File: src/rtl/neocore_cpu_core_if.sv
`default_nettype none
// ============================================================================
// Module      : neocore_cpu_core_if
// Description : Memory bus bundle for the NeoCore 16x32 core. It carries the
//               instruction fetch port (16-byte window) and the data port
//               (byte/halfword/word load-store), both with req/ack handshakes.
// Revision    : 1.0 - initial release
// ============================================================================
interface neocore_cpu_core_if;
    logic [31:0]  mem_if_addr;
    logic         mem_if_req;
    logic [127:0] mem_if_rdata;
    logic         mem_if_ack;

    logic [31:0]  mem_data_addr;
    logic [31:0]  mem_data_wdata;
    logic [1:0]   mem_data_size;
    logic         mem_data_we;
    logic         mem_data_req;
    logic [31:0]  mem_data_rdata;
    logic         mem_data_ack;

    // CPU side
    modport master (
        output mem_if_addr, mem_if_req,
        input  mem_if_rdata, mem_if_ack,
        output mem_data_addr, mem_data_wdata, mem_data_size, mem_data_we, mem_data_req,
        input  mem_data_rdata, mem_data_ack
    );

    // Memory side
    modport slave (
        input  mem_if_addr, mem_if_req,
        output mem_if_rdata, mem_if_ack,
        input  mem_data_addr, mem_data_wdata, mem_data_size, mem_data_we, mem_data_req,
        output mem_data_rdata, mem_data_ack
    );
endinterface
`default_nettype wire

File: src/rtl/neocore_cpu_core.sv
`default_nettype none
// ============================================================================
// Module      : neocore_cpu_core
// Description : In-order NeoCore 16x32 CPU. Fetches a 16-byte window, executes
//               the instruction at offset 0 (plus an independent second ALU
//               instruction when DUAL_ISSUE_EN is defined), then refetches.
//               Optional macro: DUAL_ISSUE_EN (undefined = single issue only).
// Revision    : 1.0 - initial release
// ============================================================================
module neocore_cpu_core #(
    parameter logic [31:0] RESET_PC = 32'h0000_0000,
    parameter int          NUM_REGS = 16
) (
    input  wire logic              clk,
    input  wire logic              rst,
    neocore_cpu_core_if.master     bus,
    output logic                   halted,
    output logic [31:0]            current_pc,
    output logic                   dual_issue_active
);

    localparam int REG_AW = $clog2(NUM_REGS);

    typedef enum logic [1:0] {
        S_FETCH = 2'd0,
        S_EXEC  = 2'd1,
        S_MEM   = 2'd2,
        S_HALT  = 2'd3
    } state_t;

    // Decoded view of one instruction; rd/rn keep the full operand byte
    typedef struct packed {
        logic        alu;
        logic        ld;
        logic        st;
        logic        nop;
        logic        halt;
        logic        regform;
        logic        sub;
        logic        mov;
        logic [3:0]  len;
        logic [7:0]  rd;
        logic [7:0]  rn;
        logic [15:0] imm;
        logic [31:0] addr;
    } dec_t;

    // b holds 7 bytes starting at the instruction, first byte in the MSBs
    function automatic dec_t decode(input logic [55:0] b);
        dec_t       d;
        logic [7:0] spec;
        logic [7:0] op;
        spec      = b[55:48];
        op        = b[47:40];
        d         = '0;
        d.rd      = b[39:32];
        d.rn      = b[31:24];
        d.imm     = b[31:16];
        d.addr    = b[31:0];
        d.regform = (spec == 8'h01);
        d.sub     = (op == 8'h02);
        d.mov     = (op == 8'h09);
        case (op)
            8'h00: begin
                if (spec == 8'h00) begin
                    d.nop = 1'b1;
                    d.len = 4'd2;
                end
            end
            8'h01, 8'h02, 8'h09: begin
                if (spec == 8'h00) begin
                    d.alu = 1'b1;
                    d.len = 4'd5;
                end else if (spec == 8'h01) begin
                    d.alu = 1'b1;
                    d.len = 4'd4;
                end else if (op == 8'h09 && spec == 8'h02) begin
                    d.ld  = 1'b1;
                    d.len = 4'd7;
                end else if (op == 8'h09 && spec == 8'h03) begin
                    d.st  = 1'b1;
                    d.len = 4'd7;
                end
            end
            default: ;
        endcase
        // HLT and every unrecognised encoding stop the core
        d.halt = !(d.alu || d.ld || d.st || d.nop);
        if (d.halt) begin
            d.len = 4'd0;
        end
        return d;
    endfunction

    // Mod 2^16 ADD/SUB/MOV on already-fetched register values
    function automatic logic [15:0] alu_result(input dec_t d, input logic [15:0] rd_val,
                                               input logic [15:0] rn_val);
        logic [15:0] operand;
        operand = d.regform ? rn_val : d.imm;
        if (d.mov)      return operand;
        else if (d.sub) return rd_val - operand;
        else            return rd_val + operand;
    endfunction

    state_t        state_q, state_d;
    logic [31:0]   pc_q, pc_d;
    logic [127:0]  win_q, win_d;
    logic [15:0]   regs_q [NUM_REGS];
    logic [15:0]   regs_d [NUM_REGS];

    dec_t          dec_a;
    dec_t          dec_b;
    logic [127:0]  win_b;
    logic [15:0]   res_a;
    logic [15:0]   res_b;
    logic          dual_ok;
    logic          dual_now;
    logic          unused_bits;

    assign dec_a = decode(win_q[127:72]);
    assign res_a = alu_result(dec_a, regs_q[dec_a.rd[REG_AW-1:0]], regs_q[dec_a.rn[REG_AW-1:0]]);

`ifdef DUAL_ISSUE_EN
    // Second candidate starts right after the first instruction
    assign win_b   = win_q << {dec_a.len, 3'b000};
    assign dec_b   = decode(win_b[127:72]);
    assign res_b   = alu_result(dec_b, regs_q[dec_b.rd[REG_AW-1:0]], regs_q[dec_b.rn[REG_AW-1:0]]);
    assign dual_ok = dec_a.alu && dec_b.alu
                  && (({1'b0, dec_a.len} + {1'b0, dec_b.len}) <= 5'd16)
                  && (dec_b.rd[REG_AW-1:0] != dec_a.rd[REG_AW-1:0])
                  && !(dec_b.regform && (dec_b.rn[REG_AW-1:0] == dec_a.rd[REG_AW-1:0]));
`else
    assign win_b   = '0;
    assign dec_b   = '0;
    assign res_b   = '0;
    assign dual_ok = 1'b0;
`endif

    assign unused_bits = ^{dec_a, dec_b, win_b[71:0], res_b, bus.mem_data_rdata[31:16]};

    // Architectural state; asynchronous reset puts the core back at RESET_PC
    always_ff @(posedge clk or negedge rst) begin
        if (!rst) begin
            state_q <= S_FETCH;
            pc_q    <= RESET_PC;
            win_q   <= '0;
            for (int i = 0; i < NUM_REGS; i++) begin
                regs_q[i] <= '0;
            end
        end else begin
            state_q <= state_d;
            pc_q    <= pc_d;
            win_q   <= win_d;
            for (int i = 0; i < NUM_REGS; i++) begin
                regs_q[i] <= regs_d[i];
            end
        end
    end

    // Next-state, retirement and register writeback
    always_comb begin
        state_d  = state_q;
        pc_d     = pc_q;
        win_d    = win_q;
        regs_d   = regs_q;
        dual_now = 1'b0;
        case (state_q)
            S_FETCH: begin
                if (bus.mem_if_ack) begin
                    win_d   = bus.mem_if_rdata;
                    state_d = S_EXEC;
                end
            end
            S_EXEC: begin
                if (dec_a.halt) begin
                    state_d = S_HALT;
                end else if (dec_a.ld || dec_a.st) begin
                    state_d = S_MEM;
                end else begin
                    if (dec_a.alu) begin
                        regs_d[dec_a.rd[REG_AW-1:0]] = res_a;
                    end
                    if (dual_ok) begin
                        // B is independent of A's rd, so both use pre-cycle values
                        regs_d[dec_b.rd[REG_AW-1:0]] = res_b;
                        pc_d     = pc_q + {28'h0, dec_a.len} + {28'h0, dec_b.len};
                        dual_now = 1'b1;
                    end else begin
                        pc_d = pc_q + {28'h0, dec_a.len};
                    end
                    state_d = S_FETCH;
                end
            end
            S_MEM: begin
                if (bus.mem_data_ack) begin
                    if (dec_a.ld) begin
                        regs_d[dec_a.rd[REG_AW-1:0]] = bus.mem_data_rdata[15:0];
                    end
                    pc_d    = pc_q + 32'd7;
                    state_d = S_FETCH;
                end
            end
            default: ;
        endcase
    end

    // Bus outputs; gated by rst so they fall immediately when reset asserts
    always_comb begin
        bus.mem_if_req     = rst && (state_q == S_FETCH);
        bus.mem_if_addr    = rst ? pc_q : 32'h0;
        bus.mem_data_req   = rst && (state_q == S_MEM);
        bus.mem_data_addr  = bus.mem_data_req ? dec_a.addr : 32'h0;
        bus.mem_data_size  = bus.mem_data_req ? 2'b01 : 2'b00;
        bus.mem_data_we    = bus.mem_data_req && dec_a.st;
        bus.mem_data_wdata = bus.mem_data_we ? {16'h0, regs_q[dec_a.rd[REG_AW-1:0]]} : 32'h0;
        halted             = rst && (state_q == S_HALT);
        dual_issue_active  = rst && dual_now;
        current_pc         = pc_q;
    end

endmodule
`default_nettype wire

File: src/flat_wrapper.sv
// flat-port wrapper written by rule: the top's interface ports become plain ports
module neocore_cpu_core_flat 
#(
    parameter logic [31:0] RESET_PC = 32'h0000_0000,
    parameter int          NUM_REGS = 16
)
  (clk, rst, halted, current_pc, dual_issue_active, bus_mem_if_addr, bus_mem_if_req, bus_mem_if_rdata, bus_mem_if_ack, bus_mem_data_addr, bus_mem_data_wdata, bus_mem_data_size, bus_mem_data_we, bus_mem_data_req, bus_mem_data_rdata, bus_mem_data_ack);
  neocore_cpu_core_if bus_i ();
  input  wire logic clk;
  input  wire logic rst;
  output logic halted;
  output logic [31:0] current_pc;
  output logic dual_issue_active;
  output wire logic [$bits(bus_i.mem_if_addr)-1:0] bus_mem_if_addr;
  output wire logic [$bits(bus_i.mem_if_req)-1:0] bus_mem_if_req;
  input wire logic [$bits(bus_i.mem_if_rdata)-1:0] bus_mem_if_rdata;
  input wire logic [$bits(bus_i.mem_if_ack)-1:0] bus_mem_if_ack;
  output wire logic [$bits(bus_i.mem_data_addr)-1:0] bus_mem_data_addr;
  output wire logic [$bits(bus_i.mem_data_wdata)-1:0] bus_mem_data_wdata;
  output wire logic [$bits(bus_i.mem_data_size)-1:0] bus_mem_data_size;
  output wire logic [$bits(bus_i.mem_data_we)-1:0] bus_mem_data_we;
  output wire logic [$bits(bus_i.mem_data_req)-1:0] bus_mem_data_req;
  input wire logic [$bits(bus_i.mem_data_rdata)-1:0] bus_mem_data_rdata;
  input wire logic [$bits(bus_i.mem_data_ack)-1:0] bus_mem_data_ack;
  assign bus_mem_if_addr = bus_i.mem_if_addr;
  assign bus_mem_if_req = bus_i.mem_if_req;
  assign bus_i.mem_if_rdata = bus_mem_if_rdata;
  assign bus_i.mem_if_ack = bus_mem_if_ack;
  assign bus_mem_data_addr = bus_i.mem_data_addr;
  assign bus_mem_data_wdata = bus_i.mem_data_wdata;
  assign bus_mem_data_size = bus_i.mem_data_size;
  assign bus_mem_data_we = bus_i.mem_data_we;
  assign bus_mem_data_req = bus_i.mem_data_req;
  assign bus_i.mem_data_rdata = bus_mem_data_rdata;
  assign bus_i.mem_data_ack = bus_mem_data_ack;
  neocore_cpu_core #(.RESET_PC(RESET_PC), .NUM_REGS(NUM_REGS)) u_core (.clk(clk), .rst(rst), .bus(bus_i), .halted(halted), .current_pc(current_pc), .dual_issue_active(dual_issue_active));
endmodule
File: config.mk
export PLATFORM = sky130hd
export DESIGN_NAME = neocore_cpu_core_flat
export DESIGN_NICKNAME = d
export VERILOG_FILES = /design/src/rtl/neocore_cpu_core_if.sv /design/src/rtl/neocore_cpu_core.sv /design/src/flat_wrapper.sv
export SDC_FILE = /design/constraint.sdc
export NUM_CORES = 1
export LEC_CHECK = 0
export CORE_ASPECT_RATIO = 1.75
export CORE_MARGIN = 2
export CORE_UTILIZATION = 50
export CTS_CLUSTER_SIZE = 25
export DETAILED_ROUTE_END_ITERATION = 12
export GPL_TIMING_DRIVEN = 0
export PLACE_DENSITY = 0.73
export SLEW_MARGIN = 30
export SYNTH_ARGS = -nofsm -noshare
export SYNTH_HDL_FRONTEND = slang
export SYNTH_SLANG_ARGS = --single-unit
File: constraint.sdc
create_clock -name clk -period 7.3 [get_ports clk]
set_clock_uncertainty 0.15 [all_clocks]
set_input_delay 0.73 -clock clk [delete_from_list [all_inputs] [get_ports clk]]
set_output_delay 0.73 -clock clk [all_outputs]
set_load 0.02 [all_outputs]
==> results.ini, run 1 <==
[status]
outcome = complete, no violations

[clock_network]
cts.sinks = 342
root_buffer = clkbuf_16
clkSlewWorstSetupHoldPaths_ns = 0.06
cts_buffers = 34
clk_path_buf_depth = 3
cts_tree = built
cts_max_level = 2
clock_latency_ns = 0.54

[global_routing]
grt_pass1_vias = 17000
antenna_found_initial = 0
grt_pass1_wl_um = 108000
gr-total-overflow = 0
grt_max_degree = 89
gr-usage-all-layers_pct = 36.5

[routing]
ant_nets = 0
avgRoutedWirePerCell_um = 29.0
drc = 0
drt-initial-drc-count = 1537
route.vias.total = 16700
finalWirelength_um = 74100
vias_per_cell = 6.51
drt_pass1_iterations = 6

[floorplan]
start_util_pct = 50.5
coreArea_sq_mm = 0.0384
die_y_um = 265
row_count = 95
ios = 299
dieArea_sq_mm = 0.0404
die_w_um = 153

[cells_and_area]
fin_nets = 2242
fill_cells = 3156
antenna_cells = 0
final_cell_mix = dfrtp_1 (341), nand2_1 (336), o21ai_0 (262), clkdlybuf4s50_1 (187), mux4_2 (120)
regArea_sq_mm = 0.00856
syn2layout_area_growth_pct = 19.7
layout-drive-gt1-share_pct = 15.1
multi_input_area_sq_mm = 0.0102
final_common_cell = dfrtp_1
fin_util_pct = 60.4

[timing]
relSlewSlack_pct = 29.1
post-route-period-util_pct = 98.1
finalSetupViolations = 0
hold_viol = 0
slew_viol_final = 0
timing.setup.tns_ns = 0
rsz0062_at_grt = no
worst_slack_ns = 0.136
max_slew.worst_pin.slew_ns = 1.06
max_freq_mhz = 140
min_period_ns = 7.16

[setup_path]
crit_fanout = 10
rrSetupSlack_ns = 0.14
crit_type = flop to flop
reg2reg_depth = 21
r2r-start = u_core.win_q[97]
r2r_end = u_core.regs_q[59]
cp.arrival_ns = 7.47
crit_start = u_core.win_q[97]
cp_data_required_time_ns = 7.61
crit_path_end_kind = flop
start_kind = flop

[worst_hold_path]
min_path_type = flop to flop
hold_depth = 2
hp-start = u_core.regs_q[73]
hold_end = u_core.regs_q[73]

[power]
totalPowerFinal_uw = 12000
p_sw_share_pct = 48.0
p_leak_uw = 0.0100
pwr-share-seq_pct = 27.1
pwr-share-clk_pct = 14.7
p_int_uw = 6230
ir_drop_uv = 233
power_switching_uw = 5750
combPwrFrac_pct = 58.1
powerDensity_mw_per_mm2 = 516

[yosys]
avgSynthCellArea_sq_um = 10.8
synth_edf_count = 0
synth_top_area_cell = dfrtp_1
synth_ff_type = dfrtp_1
ys_types = 61
syn_inst = 1803
ys_ff_latch = 342
synth_area_leaders = dfrtp_1 (44%), mux4_2 (14%), o21ai_0 (6.8%), nand2_1 (6.5%), mux4_1 (3.9%)
synth_area_sq_mm = 0.0194
synth_top_area_share_pct = 44.1
seq_area_frac_synth_pct = 44.1
async_reset_ff_share_pct = 100
yosys_warnings = 0

[placement]
port_buffers = 188
place_hpwl_um = 55600
preCtsSetupSlack_ns = -0.458
gp_congestion = 1.00

[run]
drv_cap = 0

[power by group through the flow]
stage | clock [uW] | sequential (uW) | combinational, uW
floorplan | 0 | 3020 | 4550
global placement | 0 | 3160 | 6630
detailed placement | 0 | 3230 | 6760
CTS | 1770 | 3220 | 6790
global route | 1840 | 3320 | 7360
finish | 1770 | 3250 | 6970
[layer usage]
layer / vias up / global-route usage [%] / part of all wire [%]
met1: 8166 / 37.2 / 31
met4: 2 / 33.6 / 11
met2: 1084 / 61.9 / 49
met5: - / 1.10 / 0.090
li1: 6985 / - / -
met3: 414 / 7.68 / 8.4
[synth_stat cells, drive strengths merged, types with 2 or more instances]
master  count
nand2b      8
mux2i      21
nor3       18
nand4       7
o41ai       2
xor2       17
nor2b       9
a22oi       6
or2         4
a21oi      51
a31oi      20
o21ai     280
inv        14
o211ai      8
a21boi      3
dfrtp     342
a211oi      2
xnor2      37
fa          2
mux2       58
clkbuf    105
mux4      149
and3       45
o22ai       6
a221oi      4
nor3b       3
and2       61
buf        39
nand3      17
or3         4
o31ai       9
nor2       66
nand2     336
a21o        5
ha         27
nor4        5
o21a        2
[worst max-delay path by stage]
stage / to / slack (ns) / cells after the start
6_report: u_core.regs_q[59] / 0.14 / 21
2_1_floorplan: u_core.regs_q[110] / 1.84 / 20
5_1_grt: u_core.regs_q[62] / 0.02 / 23
3_3_place_gp: u_core.regs_q[218] / -9.46 / 1
3_5_place_dp: u_core.regs_q[94] / -0.46 / 24
4_1_cts: u_core.regs_q[94] / 0.007 / 23
[kinds of logic (layout without fill, tap and decap cells)]
kind of cell	Yosys count	in the layout	share of synthesized area, %
and+or+nand+nor	588	588	13.7
AOI/OAI and AO/OA	402	402	11.5
DFF	342	342	44.1
muxes	228	228	22.4
buffers and inverters	159	412	3.93
xor gates and xnor gates	54	54	2.44
adders and majority gates	29	29	1.95
other	1	18	0.0193
[critical path: stages (launching register included)]
cell and delay [ns]:
dfrtp_2 0.59, clkdlybuf4s15_2 0.57, clkbuf_1 0.81, mux4_2 0.47, o22ai_1 0.37, a221oi_1 0.18
nor3_1 0.40, and3_1 0.25, nor2_1 0.06, xnor2_1 0.15, ha_1 0.38, nand2_1 0.09
nand2_1 0.05, a21oi_1 0.21, nor3b_1 0.30, a21oi_1 0.14, a21oi_1 0.21, xor2_1 0.10
o21ai_0 0.58, o21ai_1 0.42, clkbuf_1 0.34, o21ai_0 0.22
[cell type report]
cell class                 instances  area share [%]
multi-input combinational       1319            43.8
timing repair buffer             194            8.68
buffer                           143            3.12
tap                              485            2.61
clock buffer                      44            4.13
inverter                          15           0.243
clock inverter                    16           0.523
sequential                       342            36.9
[repair_timing]
action	4_1_cts	5_1_grt
buffers inserted	0	0
hold buffers	1	0
pin swaps	0	0
endpoints found under the setup margin	49	57
endpoints found under the hold margin	42	0
gates resized for setup	3	5
[per-stage QoR]
step,hold slack (ns),instance area (sq um),instances
after floorplan,0.284,19500,1820
after global placement,0.323,21900,2493
after detailed placement,0.335,22100,2498
after CTS,0.346,23200,2558
after global routing,0.367,23200,2558
final,0.344,23200,2558
[registers in the layout, indices dropped and copies added (netlist names)]
register / flops
u_core.regs_q: 256
u_core.win_q: 52
u_core.current_pc: 32
u_core.state_q: 2
Power figures use the tool's default switching activity.
==> inputs of run 2 (changes only) <==
- CORE_MARGIN: 2 -> unset
==> run 2 against run 1 <==
Effect of this change: setup slack improved by 0.22 ns; sequential power hardly changed; highest routed layer is now met4; count of clock-buffer cells in the layout fell by 3; largest cell class unchanged; hold slack lost 0.0050 ns; register-to-register slack better by 0.22 ns.
==> results.ini, run 2 (synthesis gave the netlist of run 1 again) <==
[placement]
placedCellCount = 2497  ; was 2498
place_hpwl_um = 55400  ; was 55600 um
gp_congestion = 1.01  ; was 1.00
port_buffers = 188  ; unchanged

[timing]
post-route-period-util_pct = 95.2  ; was 98.1%
min_period_ns = 6.95  ; was 7.16 ns
max_slew.worst_pin.slew_ns = 1.07  ; was 1.06 ns
hold_viol = 0  ; unchanged
max_freq_mhz = 144  ; was 140 MHz
relSlewSlack_pct = 28.3  ; was 29.1%
rsz0062_at_grt = no  ; unchanged
finalSetupViolations = 0  ; unchanged
slew_viol_final = 0  ; unchanged
timing.setup.tns_ns = 0  ; unchanged

[routing]
avgRoutedWirePerCell_um = 28.9  ; was 29.0 um
ant_nets = 0  ; unchanged
drt_pass1_iterations = 6  ; unchanged
vias_per_cell = 6.64  ; was 6.51
drt-initial-drc-count = 1633  ; was 1537
finalWirelength_um = 73700  ; was 74100 um
drc = 0  ; unchanged
route.vias.total = 16900  ; was 16700

[worst_hold_path]
hp-start = u_core.current_pc[31]  ; was u_core.regs_q[73]
min_path_type = flop to flop  ; unchanged

[floorplan]
coreArea_sq_mm = 0.0383  ; was 0.0384 sq mm
ios = 299  ; unchanged
die_y_um = 263  ; was 265 um
dieArea_sq_mm = 0.0396  ; was 0.0404 sq mm
row_count = 95  ; unchanged
die_w_um = 151  ; was 153 um
start_util_pct = 50.7  ; was 50.5%

[setup_path]
cp.arrival_ns = 7.26  ; was 7.47 ns
crit_start = u_core.win_q[97]  ; unchanged
start_kind = flop  ; unchanged
r2r-start = u_core.win_q[97]  ; unchanged
crit_fanout = 10  ; unchanged
crit_type = flop to flop  ; unchanged
crit_path_end_kind = flop  ; unchanged
cp_data_required_time_ns = 7.62  ; was 7.61 ns

[cells_and_area]
antenna_cells = 0  ; unchanged
final_common_cell = dfrtp_1  ; unchanged
largest_register_ffs = 256  ; unchanged
largest-register = u_core.regs_q  ; unchanged
final_cell_mix = dfrtp_1 (341), nand2_1 (336), o21ai_0 (260), clkdlybuf4s50_1 (187), mux4_2 (120)  ; was dfrtp_1 (341), nand2_1 (336), o21ai_0 (262), clkdlybuf4s50_1 (187), mux4_2 (120)
layout-drive-gt1-share_pct = 14.9  ; was 15.1%
instances_no_fill = 2552  ; was 2558
syn2layout_area_growth_pct = 19.2  ; was 19.7%
fin_nets = 2237  ; was 2242
fill_cells = 3121  ; was 3156

[clock_network]
cts.sinks = 342  ; unchanged
clk_path_buf_depth = 3  ; unchanged
root_buffer = clkbuf_16  ; unchanged
clock_latency_ns = 0.62  ; was 0.54 ns
clkSlewWorstSetupHoldPaths_ns = 0.07  ; was 0.06 ns
cts_tree = built  ; unchanged
cts_buffers = 31  ; was 34
cts_max_level = 1  ; was 2

[power]
ir_drop_uv = 248  ; was 233 uV
p_leak_uw = 0.00994  ; was 0.0100 uW
powerDensity_mw_per_mm2 = 513  ; was 516 mW/mm^2

[run]
drv_cap = 0  ; unchanged

[global_routing]
grt_pass1_wl_um = 108000  ; about the same
gr-usage-all-layers_pct = 38.2  ; was 36.5%
grt_pass1_vias = 17200  ; was 17000
gr-total-overflow = 0  ; unchanged
grt_max_degree = 88  ; was 89
antenna_found_initial = 0  ; unchanged

[status]
outcome = complete, no violations  ; unchanged

[run 2: changes by cell type in the layout (fill, tap and decap cells not counted), sizes merged]
cell | previous run | this run
clkinv | 12 | 7
clkinvlp | 2 | 7
clkbuf | 149 | 145
inv | 16 | 14
buf | 43 | 42
bufinv | 1 | 2
[run 2: power breakdown]
part	internal, uW	leakage [uW]	total [uW]	switching, uW
clock	893	0.000471	1680	784
combinational	2620	0.00501	6910	4280
sequential	2640	0.00446	3270	630
total	6160	0.00994	11900	5700
[run 2: worst paths after layout]
| kind | to | slack, ns | cells after the start |
|---|---|---|---|
| worst max-delay path | u_core.regs_q[78] | 0.35 | 23 |
| worst min-delay path | u_core.current_pc[31] | 0.34 | 1 |
| worst max register to register | u_core.regs_q[78] | 0.35 | 23 |
| worst min register to register | u_core.current_pc[31] | 0.34 | 1 |
| max in group asynchronous | u_core.regs_q[221] | 5.06 | 5 |
| min in group asynchronous | u_core.win_q[79] | 0.39 | 2 |
[run 2: metal layers]
metal	global-route usage (%)	wire, um
met1	39.4	22300
met2	64.1	36700
met3	7.90	6670
met4	33.9	7950
met5	0	0
[run 2: area by class of cell]
type	instances	area, sq um	area share, %
Multi-Input combinational cell	1319	10200	43.9
Sequential cell	342	8560	37.0
Timing Repair Buffer	193	2010	8.68
Clock buffer	41	853	3.69
Buffer	142	729	3.16
Tap cell	485	607	2.62
Clock inverter	15	146	0.633
Inverter	15	56.3	0.244
[run 2: worst max-delay path: stages, from the launching register on]
cell      delay [ns]
dfrtp_2         0.57
buf_2           0.40
clkbuf_2        0.39
buf_2           0.46
mux4_2          0.37
a22oi_1         0.25
a21oi_1         0.14
a21oi_1         0.20
ha_1            0.25
nor2_1          0.07
xor2_1          0.16
ha_1            0.35
nor2b_1         0.14
o21ai_0         0.23
a21oi_1         0.14
o21ai_0         0.21
a21boi_0        0.16
o211ai_1        0.29
a21boi_0        0.16
o21a_1          0.22
o41ai_1         0.41
mux2i_2         0.48
clkbuf_1        0.43
a21oi_1         0.12
[run 2: what timing repair did]
item / in CTS / in global routing
endpoints found under the setup margin: 20 / 33
resized for setup: 2 / 14
buffers inserted: 0 / 0
hold buffers: 1 / 0
endpoints found under the hold margin: 27 / 0
[run 2: metrics by stage]
step	cell area, sq um	setup slack [ns]	total power, uW	utilization (%)	hold slack, ns
finish	23100	0.351	11900	60.4	0.339
global route	23100	0.00256	12400	60.4	0.372
CTS	23100	0.0670	11600	60.4	0.340
detailed placement	22100	-0.347	9900	57.7	0.332
global placement	21900	-9.27	9660	57.3	0.322
floorplan	19500	1.84	7570	-	0.284
